## config.mk

```make
export PLATFORM = sky130hd
export DESIGN_NAME = sha_message_schedule
export DESIGN_NICKNAME = d
export VERILOG_FILES = /design/src/rtl/sha_message_schedule.sv
export SDC_FILE = /design/constraint.sdc
export NUM_CORES = 1
export LEC_CHECK = 0
export BUFFER_PORTS_ARGS = -buffer_cell sky130_fd_sc_hd__buf_2
export CAP_MARGIN = 20
export CORE_MARGIN = 2
export CORE_UTILIZATION = 30
export CTS_CLUSTER_SIZE = 14
export DETAILED_ROUTE_END_ITERATION = 8
export GPL_TIMING_DRIVEN = 0
export PLACE_DENSITY = 0.46
export SYNTH_ARGS = -nofsm -noshare
export SYNTH_HDL_FRONTEND = slang
export SYNTH_SLANG_ARGS = --single-unit
```

## constraint.sdc

```tcl
create_clock -name clk -period 23.9 [get_ports clk]
set_input_delay 4.78 -clock clk [delete_from_list [all_inputs] [get_ports clk]]
set_output_delay 4.78 -clock clk [all_outputs]
set_load 0.01 [all_outputs]
```

## src/rtl/sha_message_schedule.sv

```systemverilog
// SHA-256 message schedule: expands one 512-bit block into W[0..63] and streams one word per clock.
// state | meaning
// IDLE  | no block in flight, ready for a new block
// RUN   | emitting W[t]; ready again while W[63] is on the output
module sha_message_schedule (
  input  logic         clk,
  input  logic         rst,
  input  logic [511:0] block_i,
  input  logic         block_valid_i,
  output logic         block_ready_o,
  output logic [31:0]  W_o,
  output logic         valid_o,
  output logic         newblock_o,
  output logic         last_o,
  output logic [5:0]   round_o
);

  typedef enum logic {IDLE, RUN} state_t;

  state_t      state, state_nxt;
  logic [31:0] win [16];
  logic [31:0] cur [16];
  logic [31:0] w_new;
  logic [5:0]  t;
  logic        accept;
  logic        emit;

  function automatic logic [31:0] sig0(input logic [31:0] x);
    return {x[6:0], x[31:7]} ^ {x[17:0], x[31:18]} ^ (x >> 3);
  endfunction

  function automatic logic [31:0] sig1(input logic [31:0] x);
    return {x[16:0], x[31:17]} ^ {x[18:0], x[31:19]} ^ (x >> 10);
  endfunction

  assign block_ready_o = (state == IDLE) || last_o;
  assign accept        = block_valid_i && block_ready_o;

  // A back-to-back accept feeds the fresh block straight into the emit path so W[0] follows W[63].
  always_comb begin
    for (int i = 0; i < 16; i++) begin
      cur[i] = accept ? block_i[511-32*i -: 32] : win[i];
    end
    w_new = sig1(cur[14]) + cur[9] + sig0(cur[1]) + cur[0];
  end

  always_comb begin
    state_nxt = state;
    emit      = 1'b0;
    case (state)
      IDLE: begin
        if (accept) state_nxt = RUN;
      end
      RUN: begin
        emit = !last_o || accept;
        if (last_o && !accept) state_nxt = IDLE;
      end
      default: state_nxt = IDLE;
    endcase
  end

  always_ff @(posedge clk) begin
    if (rst) state <= IDLE;
    else     state <= state_nxt;
  end

  // t is the index of the next word to emit; it wraps 63->0 so a reload starts at round 0.
  always_ff @(posedge clk) begin
    if (rst) begin
      for (int i = 0; i < 16; i++) win[i] <= '0;
      W_o        <= '0;
      valid_o    <= 1'b0;
      newblock_o <= 1'b0;
      last_o     <= 1'b0;
      round_o    <= '0;
      t          <= '0;
    end else begin
      valid_o    <= 1'b0;
      newblock_o <= 1'b0;
      last_o     <= 1'b0;
      if (emit) begin
        for (int i = 0; i < 15; i++) win[i] <= cur[i+1];
        win[15]    <= w_new;
        W_o        <= cur[0];
        round_o    <= t;
        valid_o    <= 1'b1;
        newblock_o <= (t == 6'd0);
        last_o     <= (t == 6'd63);
        t          <= t + 6'd1;
      end else if (accept) begin
        for (int i = 0; i < 16; i++) win[i] <= cur[i];
        t <= '0;
      end
    end
  end

endmodule

```

[After elaboration in Yosys (flattened, before gate mapping)]
Memories as Yosys holds them, arrays and structs flattened.
Index checks and enable logic that the tools add are counted.
Widths: inputs -> output; s select.
Operators by class
  bitwise gates (word level): 38
  reductions and logical operators: 9
  muxes and demuxes: 62
  eq/ne operators: 1
  $add $sub $neg: 4
Operators with widths (number)
  $mux 32: 48
  $add 32x32->32: 3
  $xor 32x32->32: 2
  $or 1x1->1: 32
  $xor 32x22->32: 1
  $xor 32x29->32: 1
  $mux 6: 2
  $mux 1: 11
  $add 6x1->6 const B: 1
  $eq 6x6->1 const B: 1
  $logic_not 6->1: 1
  $logic_and 1x1->1: 2
  $logic_not 1->1: 2
  $logic_or 1x1->1: 2
  $not 1->1: 2
  $pmux 1 s2: 1
  $reduce_bool 2->1: 1
  $reduce_or 2->1: 1
Word-level totals
  RAM bits: 512
  register bits: 48
  output and inout port bits: 42
  input port bits: 515
  word-level logic and storage cells: 122
  memories kept: 1
Memory list
  win: words 16, width 32, read ports 16, clocked after Yosys merged registers in 0, write ports 16, RTL line 21  | logic [31:0] win [16];

[Depth between registers and ports, before layout]
  depth in word-level cells: 11
  depth in mapped cells: 22
  gate-level depth less buffers: 19

[Worst setup path after synthesis]
No wires, ideal clock.
  kind: input to register
  start point: input rst
  end point: register t[2]
  slack: 12.462 ns
  arrival time: 11.311 ns
  cell stages on the path: 5
  setup time: 0.127 ns
  required time: 23.773 ns
  path buffers: 1
  cells stage by stage: clkbuf_1 -> nand2b_1 -> o21ai_0 -> nand2_1 -> o21ai_0
RTL lines
  start, declared: RTL line 7  | input logic rst,
  end signal, assigned: RTL line 89  | t <= t + 6'd1;
  end, declared: RTL line 24  | logic [5:0] t;

==> impl_summary.txt <==
----------------------------------------------------
[Status]
  Outcome ... finished, final reports clean

[Global routing]
  Vias in the first global route ... 28909
  Initial antenna violation count ... 44
  Pin count of the biggest net entering global routing ... 70
  Global-route wire length before repair ... 219200 um
  GR Util All Layers ... 27.81%
  Residual overflow from global routing ... 0

[Setup path]
  Critical Path Source Type ... input pin
  Kind of end point of the critical path ... flop
  CP Class ... input pin to flop
  Worst-path cell with the longest stage delay ... mux2i_2
  FF-to-FF path depth ... 22
  Worst endpoint data arrival time ... 10.97 ns
  Reg2Reg Capture Point ... win[1][247]
  Worst path required time ... 24.32 ns
  Crit-path cells ... buf_2 -> nand2_2 -> buf_2 -> mux2i_2 -> xor2_1 -> xnor2_1 -> fa_1 -> inv_1 -> fa_1 -> inv_1 -> ha_1 -> nand3_1 -> o211ai_2 -> a211oi_4 -> o41ai_2 -> a211oi_1 -> xnor2_1 -> a22o_1
  Maximum cell stage delay along the critical path ... 0.92 ns
  Reg-to-reg critical path startpoint ... last_o
  Worst setup slack for register-to-register paths ... 16.89 ns
  Largest fanout on the critical path ... 10

[CTS]
  Buffer depth of the longest clock path ... 3
  CTS tree ... built
  Number of H-tree levels ... 3
  Postcts setup bufs ... 0
  Library cell used as clock root buffer ... clkbuf_16
  Clock network latency to the later pin of the worst-skew pair ... 0.67 ns
  Number of resized instances in the post-cts repair step ... 0
  Count of clock tree sinks ... 560
  Hold-fix buffers at CTS ... 0
  Clock transition at the registers of the reported paths ... 0.06 ns
  Clock buffers created by TritonCTS ... 73

[Finish]
  Final cell count without fillers ... 5488
  Most frequent standard cell in the layout excluding fill and tap cells ... nand2_1
  Total area of multi-input combinational cells ... 14880 um2
  Area Growth Syn to Fin ... 21.97%
  Finished layout cell area ... 40220 um2
  Fraction of final layout cells sized beyond drive strength 1 ... 19.41%
  Layout Nets ... 4617
  Filler cell count in the final layout ... 11368
  Storage cell area ... 16340 um2
  Most frequent cells in the layout ... 803 x nand2_1, 614 x buf_2, 512 x edfxtp_1

[Logic synthesis]
  Area contributors post-synth ... edfxtp_1 47%, nand2_1 9.1%, a311oi_1 8.2%
  EDFF count, synth ... 512
  FFs w/ async S/R, synth ... 0%
  Share of the synthesized area in the top cell type ... 46.62%
  Count of distinct cell types in the synthesized netlist ... 65
  Seq cells post-synth ... 560
  Net Count, Synth ... 3967
  Main flop type after synthesis ... edfxtp_1
  Cell count after synthesis ... 3357
  Dominant cell type by area after synthesis ... edfxtp_1
  Post-Syn Area per Cell ... 9.824 um2
  Synth Cell Area ... 32980 um2
  Yosys warnings ... 0
  Sequential cell area fraction in the yosys report ... 49.54%

[Drt]
  Iteration-0 DRC Markers ... 2905
  DRC violation count after routing ... 0
  Detail-routed net length per standard cell ... 29.41 um
  Detail Route met3 WL ... 14550 um
  Met2 routed wirelength ... 75940 um
  WL final ... 161400 um
  Via count ... 29468
  Met1 Wirelength ... 66170 um
  First drt pass iteration count ... 5
  Remaining number of nets flagged by the antenna check after routing ... 0
  Detailed-route vias per instance ... 5.370
  Top routing layer used ... met5

[Placed design]
  Instance count after placement with tap cells included ... 5344
  Port-buffer cells ... 555
  Post-placement cell area ... 37830 um2
  Placer Congestion ... 0.9293
  HPWL after detailed placement ... 132600 um

[Timing]
  Layout Skew ... 0.04234 ns
  WHS ... 0.4528 ns
  Tcrit/Tclk final ... 44.14%
  Maximum clock frequency ... 94.78 MHz
  Worst-margin pin slew ... 1.336 ns
  # setup viols final ... 0
  Post-layout min period ... 10.55 ns
  Total count of max-transition violations in the final report ... 0
  Hold Fails Final Rpt ... 0
  Relative max-transition margin ... 8.391%
  Setup repair after global routing missed its margin ... no
  Setup_tns ... 0 ns

[Min path]
  Worst hold-check path type ... flop to flop
  HP Start ... round_o[0]
  Worst Hold Path Cells ... 2
  Hold worst-path end ... round_o[0]

[Pwr]
  IR Drop Worst-Case VDD ... 0.08352 mV
  Leak Pwr ... 16.55 nW
  Power Density ... 106.5 nW/um2

[Run]
  Count of max-cap constraint violations ... 0

[Floorplan]
  Floorplan core area ... 109000 um2
  Effective utilization at floorplan ... 30.25%
  Overall die area ... 112600 um2
  Num rows ... 121
  Height of the chip ... 335.6 um
  Number of top-level pins ... 557
  Width of the die ... 335.6 um

----------------------------------------------------
flip-flops by register name, summed over array words and instances (netlist names):
signal      cells
W_o            32
last_o          1
newblock_o      1
round_o         6
state           1
t               6
valid_o         1
win           512
per-stage QoR:
stage	util [%]	setup slack [ns]	total power [mW]
6_report	36.90	13.35	4.284
5_1_grt	36.89	13.17	4.493
4_1_cts	36.87	13.45	4.269
3_5_place_dp	34.71	12.76	3.141
3_3_place_gp	34.42	8.713	3.150
2_1_floorplan	-	12.46	2.465
synthesized netlist by cell type (all sizes together), types with 4 or more instances:
library cell / number
a211oi: 115
o31ai: 6
ha: 33
xnor2: 104
clkbuf: 203
nor3: 5
nor2: 400
fa: 62
nand3: 16
buf: 71
edfxtp: 512
nand4: 4
xor2: 43
a311oi: 309
o22ai: 64
mux2i: 160
o21ai: 55
or3: 8
and3: 48
nand2b: 10
a21oi: 50
a21o: 8
nand2: 804
a22o: 12
o21a: 5
inv: 169
o21bai: 4
dfxtp: 48
cell families after synthesis:
group	Yosys count	share of synthesized area [%]
multiplexers	160	5.259
flip-flops	560	49.54
XOR/XNOR	147	3.904
AND/OR/NAND/NOR	1307	15.68
adder cells (fa/ha/maj)	95	5.016
AO/OA/AOI/OAI	645	15.17
buffers and inverters	443	5.429
worst max-delay path: cells and delay by family:
| kind | cells | cell delay (ns) |
|---|---|---|
| AO/OA/AOI/OAI | 5 | 1.57 |
| adder cells (fa/ha/maj) | 3 | 1.45 |
| multiplexers | 1 | 0.92 |
| buffers and inverters | 4 | 0.90 |
| XOR/XNOR | 3 | 0.69 |
| AND/OR/NAND/NOR | 2 | 0.61 |
power by group:
group	switching (mW)	total, mW	internal, mW
sequential	0.0396	1.26	1.22
clock	0.467	1.11	0.643
combinational	1.26	1.91	0.651
total	1.77	4.28	2.52
worst max path at each step:
stage / from / slack (ns) / end
6_report: block_valid_i / 13.35 / win[1][248]
5_1_grt: block_valid_i / 13.17 / win[1][247]
4_1_cts: block_valid_i / 13.45 / win[1][247]
3_5_place_dp: block_valid_i / 12.76 / win[1][247]
3_3_place_gp: rst / 8.71 / t[2]
2_1_floorplan: rst / 12.46 / t[2]
cell type report:
cell class,count,area share (%)
sequential,560,40.61
antenna,9,0.05599
clock buffer,99,5.067
buffer,274,2.874
timing repair buffer,575,7.637
tap,1414,4.399
clock inverter,34,0.7777
inverter,169,1.577
multi-input combinational,2354,37.00
routing by layer:
metal	vias to the layer above	global-route usage, %
met5	-	0
met4	46	7.289
met3	236	7.611
met2	1226	45.87
met1	14589	35.79
li1	13371	-
No activity file was read; power rests on OpenSTA's default activity.
